File: src/rtl/prog_clock_divider.sv
// prog_clock_divider: runtime-programmable integer clock divider (N = 2..2^WIDTH-1).
// New divisors arrive over a valid/ready handshake and are applied only at
// period boundaries (or while idle), so clk_out never produces a short pulse.
// Optional feature macro: CLKDIV_HALF_DUTY_EN. When defined, odd divisors give
// an exact 50% duty cycle by OR-ing in a negedge-delayed copy of the phase.
// When undefined, only posedge logic is used and odd N is ceil/floor duty.
module prog_clock_divider #(
  parameter int WIDTH       = 8,
  parameter int DEFAULT_DIV = 2
) (
  input  logic             clk_in,
  input  logic             reset,
  input  logic             en,
  input  logic [WIDTH-1:0] div_in,
  input  logic             div_valid,
  output logic             div_ready,
  output logic             clk_out,
  output logic             tick,
  output logic             busy
);

  typedef enum logic [1:0] {
    ST_IDLE  = 2'd0,
    ST_RUN   = 2'd1,
    ST_DRAIN = 2'd2
  } state_t;

  localparam logic [WIDTH-1:0] C_DEF_DIV = WIDTH'(DEFAULT_DIV);
  localparam logic [WIDTH-1:0] C_ONE     = WIDTH'(1);
  localparam logic [WIDTH-1:0] C_TWO     = WIDTH'(2);

  // Divisors below 2 cannot form a period with both phases, so they map to 2.
  function automatic logic [WIDTH-1:0] clamp_div(input logic [WIDTH-1:0] d);
    if (d < C_TWO) begin
      clamp_div = C_TWO;
    end else begin
      clamp_div = d;
    end
  endfunction

  // Number of posedge-phase high cycles for divisor d (one extra bit avoids overflow).
  function automatic logic [WIDTH:0] high_len(input logic [WIDTH-1:0] d);
`ifdef CLKDIV_HALF_DUTY_EN
    high_len = {1'b0, d} >> 1;
`else
    high_len = ({1'b0, d} + {{WIDTH{1'b0}}, 1'b1}) >> 1;
`endif
  endfunction

  state_t           r_state;
  logic [WIDTH-1:0] r_cnt;
  logic [WIDTH-1:0] r_cur_div;
  logic [WIDTH-1:0] r_pend_div;
  logic             r_pend_valid;
  logic             r_pos;
  logic             r_tick;

  state_t           w_state_nxt;
  logic [WIDTH-1:0] w_cnt_nxt;
  logic [WIDTH-1:0] w_div_nxt;
  logic [WIDTH-1:0] w_pend_div_nxt;
  logic             w_pend_valid_nxt;
  logic             w_pos_nxt;
  logic             w_tick_nxt;
  logic             w_active;
  logic             w_wrap;
  logic             w_accept;
  logic             w_apply;
  logic             w_run_nxt;

  // Next-state, counter, divisor handshake and output-phase decode.
  always_comb begin
    w_state_nxt      = ST_IDLE;
    w_cnt_nxt        = '0;
    w_div_nxt        = r_cur_div;
    w_pend_div_nxt   = r_pend_div;
    w_pend_valid_nxt = r_pend_valid;
    w_pos_nxt        = 1'b0;
    w_tick_nxt       = 1'b0;

    w_active = (r_state != ST_IDLE);
    w_wrap   = w_active && (r_cnt == (r_cur_div - C_ONE));
    w_accept = div_valid && !r_pend_valid;
    w_apply  = r_pend_valid && (!w_active || w_wrap);

    // en sampled low on the wrap edge ends the run right at the period boundary.
    case (r_state)
      ST_IDLE: begin
        if (en) begin
          w_state_nxt = ST_RUN;
        end else begin
          w_state_nxt = ST_IDLE;
        end
      end
      ST_RUN, ST_DRAIN: begin
        if (en) begin
          w_state_nxt = ST_RUN;
        end else if (w_wrap) begin
          w_state_nxt = ST_IDLE;
        end else begin
          w_state_nxt = ST_DRAIN;
        end
      end
      default: begin
        w_state_nxt = ST_IDLE;
      end
    endcase

    if (w_active && !w_wrap) begin
      w_cnt_nxt = r_cnt + C_ONE;
    end else begin
      w_cnt_nxt = '0;
    end

    if (w_apply) begin
      w_div_nxt        = r_pend_div;
      w_pend_valid_nxt = 1'b0;
    end else if (w_accept) begin
      w_pend_valid_nxt = 1'b1;
    end else begin
      w_pend_valid_nxt = r_pend_valid;
    end

    if (w_accept) begin
      w_pend_div_nxt = clamp_div(div_in);
    end else begin
      w_pend_div_nxt = r_pend_div;
    end

    w_run_nxt  = (w_state_nxt != ST_IDLE);
    w_pos_nxt  = w_run_nxt && ({1'b0, w_cnt_nxt} < high_len(w_div_nxt));
    w_tick_nxt = w_run_nxt && (w_cnt_nxt == (w_div_nxt - C_ONE));
  end

  // State, counter, divisor and registered phase/tick outputs.
  always_ff @(posedge clk_in or negedge reset) begin
    if (!reset) begin
      r_state      <= ST_IDLE;
      r_cnt        <= '0;
      r_cur_div    <= C_DEF_DIV;
      r_pend_div   <= C_DEF_DIV;
      r_pend_valid <= 1'b0;
      r_pos        <= 1'b0;
      r_tick       <= 1'b0;
    end else begin
      r_state      <= w_state_nxt;
      r_cnt        <= w_cnt_nxt;
      r_cur_div    <= w_div_nxt;
      r_pend_div   <= w_pend_div_nxt;
      r_pend_valid <= w_pend_valid_nxt;
      r_pos        <= w_pos_nxt;
      r_tick       <= w_tick_nxt;
    end
  end

`ifdef CLKDIV_HALF_DUTY_EN
  logic r_odd;
  logic r_neg;

  // Remember whether the period being emitted uses an odd divisor.
  always_ff @(posedge clk_in or negedge reset) begin
    if (!reset) begin
      r_odd <= 1'b0;
    end else begin
      r_odd <= w_run_nxt && w_div_nxt[0];
    end
  end

  // Half-cycle delayed copy of the phase; stretches odd-N high time by 0.5 cycle.
  always_ff @(negedge clk_in or negedge reset) begin
    if (!reset) begin
      r_neg <= 1'b0;
    end else begin
      r_neg <= r_pos;
    end
  end

  assign clk_out = r_pos | (r_odd & r_neg);
`else
  assign clk_out = r_pos;
`endif

  assign tick      = r_tick;
  assign div_ready = !r_pend_valid;
  assign busy      = (r_state != ST_IDLE);

endmodule

File: config.mk
export PLATFORM = sky130hd
export DESIGN_NAME = prog_clock_divider
export DESIGN_NICKNAME = d
export VERILOG_FILES = /design/src/rtl/prog_clock_divider.sv
export SDC_FILE = /design/constraint.sdc
export NUM_CORES = 1
export LEC_CHECK = 0
export CAP_MARGIN = 25
export CORE_ASPECT_RATIO = 1.75
export CORE_MARGIN = 10
export CORE_UTILIZATION = 45
export DETAILED_ROUTE_END_ITERATION = 8
export GPL_ROUTABILITY_DRIVEN = 0
export HOLD_SLACK_MARGIN = 0.1
export PLACE_DENSITY = 0.66
export SYNTH_ARGS = -nofsm -noshare
export SYNTH_HDL_FRONTEND = slang
export SYNTH_SLANG_ARGS = --single-unit
File: constraint.sdc
create_clock -name clk_in -period 4 [get_ports clk_in]
set_clock_uncertainty 0.15 [all_clocks]
set_input_delay 0.8 -clock clk_in [delete_from_list [all_inputs] [get_ports clk_in]]
set_output_delay 0.8 -clock clk_in [all_outputs]
set_load 0.05 [all_outputs]
# After elaboration in Yosys (flattened, before gate mapping)
# Index checks and enable logic that the tools add are counted.
dict set report totals {
  register_bits 29
  input_bits 12
}
dict set report classes {
  n_addsub 4
  n_lt_le_gt_ge 2
  eq_ne 4
  mux 9
  n_reduce_logical 15
}
# operator count
set ops {}
lappend ops {{$mux W8} 3}
lappend ops {{$eq A8 B8 Y1} 2}
lappend ops {{$sub A8 B1 Y8 const B} 2}
lappend ops {{$add A8 B1 Y9 const B} 1}
lappend ops {{$add A8 B1 Y8 const B} 1}
lappend ops {{$lt A8 B2 Y1 const B} 1}
lappend ops {{$lt A8 B8 Y1} 1}
lappend ops {{$logic_and A1 B1 Y1} 6}
lappend ops {{$reduce_bool A2 Y1} 3}
lappend ops {{$mux W2} 2}
lappend ops {{$pmux W2 S2} 1}
lappend ops {{$logic_not A1 Y1} 3}
lappend ops {{$mux W1} 3}
lappend ops {{$eq A2 B1 Y1 const B} 1}
lappend ops {{$eq A2 B2 Y1 const B} 1}
lappend ops {{$logic_not A2 Y1} 1}
lappend ops {{$reduce_or A2 Y1} 1}
lappend ops {{$logic_or A1 B1 Y1} 1}

# Longest topological paths before layout
dict set report logic_depth {
  ltp_word 9
  depth_mapped 20
  mapped_depth_nobuf 18
}

# Worst setup path after synthesis
# No wires, ideal clock.
dict set report synth_timing {
  path_type {flip-flop to flip-flop}
  start {reg r_cur_div[1]}
  end {reg r_pos (netlist: clk_out)}
  arrival_time_ps 4163
  path_slack_ps -395
  stages_incl_launch_ff 19
  path_buffers 2
  synth_period_minus_slack_ps 4395
  cell_sequence {dfstp_2 -> inv_1 -> ha_1 -> nor3b_1 -> xor2_1 -> or3_4 -> a2111o_1 -> a211o_1 -> buf_6 -> buf_2 -> mux2_2 -> ha_1 -> nand3_1 -> or3_1 -> ha_1 -> and4_1 -> a21oi_1 -> nand3_1 -> a31oi_1}
}
dict set report synth_between {
  elab_chain_cells 9
}
# item line_no
set synth_lines {}
lappend synth_lines {{start, declared} 52} ;# logic [WIDTH-1:0] r_cur_div;
lappend synth_lines {{start signal, assigned} 148} ;# r_cur_div <= w_div_nxt;
lappend synth_lines {{$sub A8 B1 Y8} 82} ;# w_wrap = w_active && (r_cnt == (r_cur_div - C_ONE));
lappend synth_lines {{$eq A8 B8 Y1} 82}
lappend synth_lines {{$logic_and A1 B1 Y1} 82}
lappend synth_lines {{$logic_or A1 B1 Y1} 84} ;# w_apply = r_pend_valid && (!w_active || w_wrap);
lappend synth_lines {{$logic_and A1 B1 Y1} 84}
lappend synth_lines {{$mux W8} 115} ;# if (w_apply) begin
lappend synth_lines {{$add A8 B1 Y9} 46} ;# high_len = ({1'b0, d} + {{WIDTH{1'b0}}, 1'b1}) >> 1;
lappend synth_lines {{$lt A8 B8 Y1} 131} ;# w_pos_nxt = w_run_nxt && ({1'b0, w_cnt_nxt} < high_len(w_div_nxt));
lappend synth_lines {{$logic_and A1 B1 Y1 *} 131}
lappend synth_lines {{net w_pos_nxt} 63} ;# logic w_pos_nxt;
lappend synth_lines {{end signal, assigned} 151} ;# r_pos <= w_pos_nxt;
lappend synth_lines {{end, declared} 55} ;# logic r_pos;
# Mark *: on every way through the listed nets, which the timed path passes. The rest lies on a longest branch.
# A chain may end at the register's enable or synchronous reset.

# Worst setup path in the final report
# Same ends and word-level chain as after synthesis.

==> results.cfg <==
[outcome]
status = finished, violations left
violations = setup timing

[synth]
synthCells = 234
netlist_area_um2 = 2240
synth_edf_count = 0
syn_avg_cell_area_um2 = 9.58
ys_warn_count = 0
synth_nets = 258
ys.flop_type = dfrtp_1
synth.yosys.seq_area_share_pct = 32.5
synth.distinct_cells = 62
async_flop_share_pct = 100
yosys_register_bits = 29

[floorplan]
start_util_pct = 45.8
fp.dieW_um = 73.4
die-area_um2 = 8320
die_h_um = 113
core-area_um2 = 4890
rows = 34
ios = 16

[finish]
final_area_um2 = 2890
nets = 306
fillers = 411
area_growth_pct = 28.7
drive_gt1_share_pct = 27.9
n_antenna_cell = 0

[place]
preCtsSetupSlack_ns = -0.231
place_area_um2 = 2700
port_buffers = 15
hpwl_um = 5190

[timing]
relSlewSlack_pct = 46.6
fin_crit_ns = 4.14
setup_viol = 1
rsz0062_at_grt = true
fin_crit_sh_pct = 104
finalMaxSlewViolations = 0
finalHoldViolCount = 0
hold_ws_ns = 0.382
worst_slew_pin_slew_ns = 0.799
layout_setup_ws_ns = -0.145
clock.fmax_ghz = 0.241
tns_ns = -0.145

[worst_setup_path]
critPathMaxStageDelay_ns = 0.54
reg2regPathDepth = 16
endpoint = clk_out
end_kind = register
worst_ep_required_time_ns = 4.05
startpoint = r_cur_div[1]
r2r_setup_slack_ns = -0.14
r2r_end = clk_out
worstPathCellList = inv_2 -> ha_4 -> nor3b_4 -> xor2_1 -> or3_4 -> a2111o_1 -> a211o_4 -> mux2i_4 -> and3b_4 -> a21bo_4 -> xnor2_1 -> ha_1 -> and4_4 -> a21oi_2 -> nand3_1 -> a31oi_1
worstPathMaxFanout = 8
cp_data_arrival_time_ns = 4.20
crit_slowest_cell = dfstp_2
r2r-start = r_cur_div[1]
start_kind = register
critical_path_class = register to register

[global_routing]
grt_first_pass_wirelength_um = 10700
antenna_found_initial = 0
gr-total-overflow = 0
gr-usage-all-layers_pct = 16.4
grt_pass1_vias = 2214
grt_max_degree = 30

[routing]
ant_nets = 0
viasPerCell = 5.93
firstDrtPassIters = 4
wl_um = 6530
drtIter0Drc = 98
wl_per_cell_um = 19.4
vias = 1999
drc = 0

[pwr]
total_power_mw = 2.82
power.density_nw_per_um2 = 978
p_leak_nw = 1.26
vdd_drop_max_uv = 640

[clocking]
cts-buffers-inserted = 5
cts.sinks = 29
clock_path_buffers = 2
cts_tree = done
clockRootBuffer = clkbuf_8
insertion_delay_ns = 0.28
hold_buffers = 0
clk_pin_slew_ns = 0.07
htree_levels = 2

[job]
drv_cap = 0

[min_path]
hold_class = register to register
min_from = r_pend_div[7]
==> timing repair <==
action                                  CTS  global route
pin swaps                                 2             6
buffers inserted                          0             1
endpoints found under the setup margin    2             2
endpoints found under the hold margin     0             0
resized for setup                         5             9
==> cell usage in the layout (no fill, tap or decap), drive strengths merged, types with 2 or more instances in the layout <==
cell	synthesis	layout
or4	2	2
nor3	4	4
clkinv	1	2
a221oi	2	2
a21oi	7	7
dfrtp	27	27
or3	3	3
a21o	3	3
a31oi	3	3
clkbuf	3	7
dfstp	2	2
o21ai	7	7
nor2b	3	3
nand4	3	3
mux2	9	9
nor3b	2	2
clkdlybuf4s50	0	15
nor4	6	6
nand3	13	13
nor2	16	16
and3b	2	2
ha	12	12
or2	2	2
a211oi	4	4
a2111oi	2	2
and3	5	5
a211o	2	2
xnor2	17	17
nor4b	2	2
nand2	11	11
a221o	2	2
buf	6	35
o211a	2	2
mux2i	6	6
xor2	10	10
inv	15	15
==> sequential cells by signal (all words and copies together), names as in the netlist <==
name          cells
r_cnt             8
r_pend_div        8
clk_out           1
r_state           2
tick              1
r_pend_valid      1
r_cur_div         8
==> metal layers <==
| metal | vias up | routed length, um | GRT usage (%) |
|---|---|---|---|
| met1 | 965 | 2280 | 15.8 |
| met3 | 29 | 184 | 2.52 |
| met5 | - | 0 | 0 |
| li1 | 957 | - | - |
| met2 | 48 | 3660 | 29.8 |
| met4 | 0 | 416 | 11.9 |
==> metrics by stage <==
step,std cells,util [%]
floorplan,234,-
global placement,328,55.2
detailed placement,328,55.2
CTS,336,57.8
global route,337,59.0
finish,337,59.0
==> cells in the mapped netlist (all sizes together), types with 3 or more instances <==
cell | n | share of area, %
a211oi | 4 | 1.3
a21o | 3 | 1.0
a21oi | 7 | 1.6
a31oi | 3 | 0.84
and3 | 5 | 1.4
buf | 6 | 1.9
clkbuf | 3 | 0.50
dfrtp | 27 | 30
ha | 12 | 6.7
inv | 15 | 2.5
mux2 | 9 | 4.7
mux2i | 6 | 3.2
nand2 | 11 | 1.8
nand3 | 13 | 2.9
nand4 | 3 | 0.84
nor2 | 16 | 2.7
nor2b | 3 | 0.84
nor3 | 4 | 0.89
nor4 | 6 | 2.9
o21ai | 7 | 1.6
or3 | 3 | 1.1
xnor2 | 17 | 6.6
xor2 | 10 | 3.9
==> how the worst min path moves through the flow <==
stage,endpoint,slack (ns),cells after the start
floorplan,r_pend_div[7],0.33,1
finish,r_pend_div[7],0.38,1
CTS,r_pend_div[7],0.38,1
global route,r_pend_div[7],0.39,1
global placement,r_pend_div[7],0.34,1
detailed placement,r_pend_div[7],0.36,1
==> report_power, final <==
| part | leakage, nW | internal (mW) | switching [mW] |
|---|---|---|---|
| clock network | 0.0542 | 0.155 | 0.114 |
| logic | 0.848 | 0.923 | 1.05 |
| registers | 0.359 | 0.418 | 0.158 |
==> final cells by class <==
class / instances / area [um^2] / share of cell area [%]
inverter: 16 / 60.1 / 2.08
tap: 54 / 67.6 / 2.34
clock buffer: 7 / 96.3 / 3.34
multi-input combinational: 180 / 1520 / 52.5
clock inverter: 1 / 5.00 / 0.173
timing repair buffer: 50 / 413 / 14.3
sequential: 29 / 728 / 25.2
==> worst max-delay path, delay by kind of cell (launching register included) <==
family / cells / cell delay, ns
buffers and inverters: 1 / 0.04
xor gates and xnor gates: 2 / 0.28
and+or+nand+nor: 5 / 1.10
AOI/OAI and AO/OA: 5 / 1.30
DFF: 1 / 0.54
muxes: 1 / 0.22
adders and majority gates: 2 / 0.43
==> logic make-up after synthesis <==
logic type,Yosys count,synth area share (%)
AND/OR/NAND/NOR,76,19.8
AO/OA/AOI/OAI,50,17.5
flip-flops,29,32.5
XOR/XNOR,27,10.5
buffers and inverters,25,5.08
multiplexers,15,7.92
adder cells (fa/ha/maj),12,6.70
(Power assumes the default switching activity.)
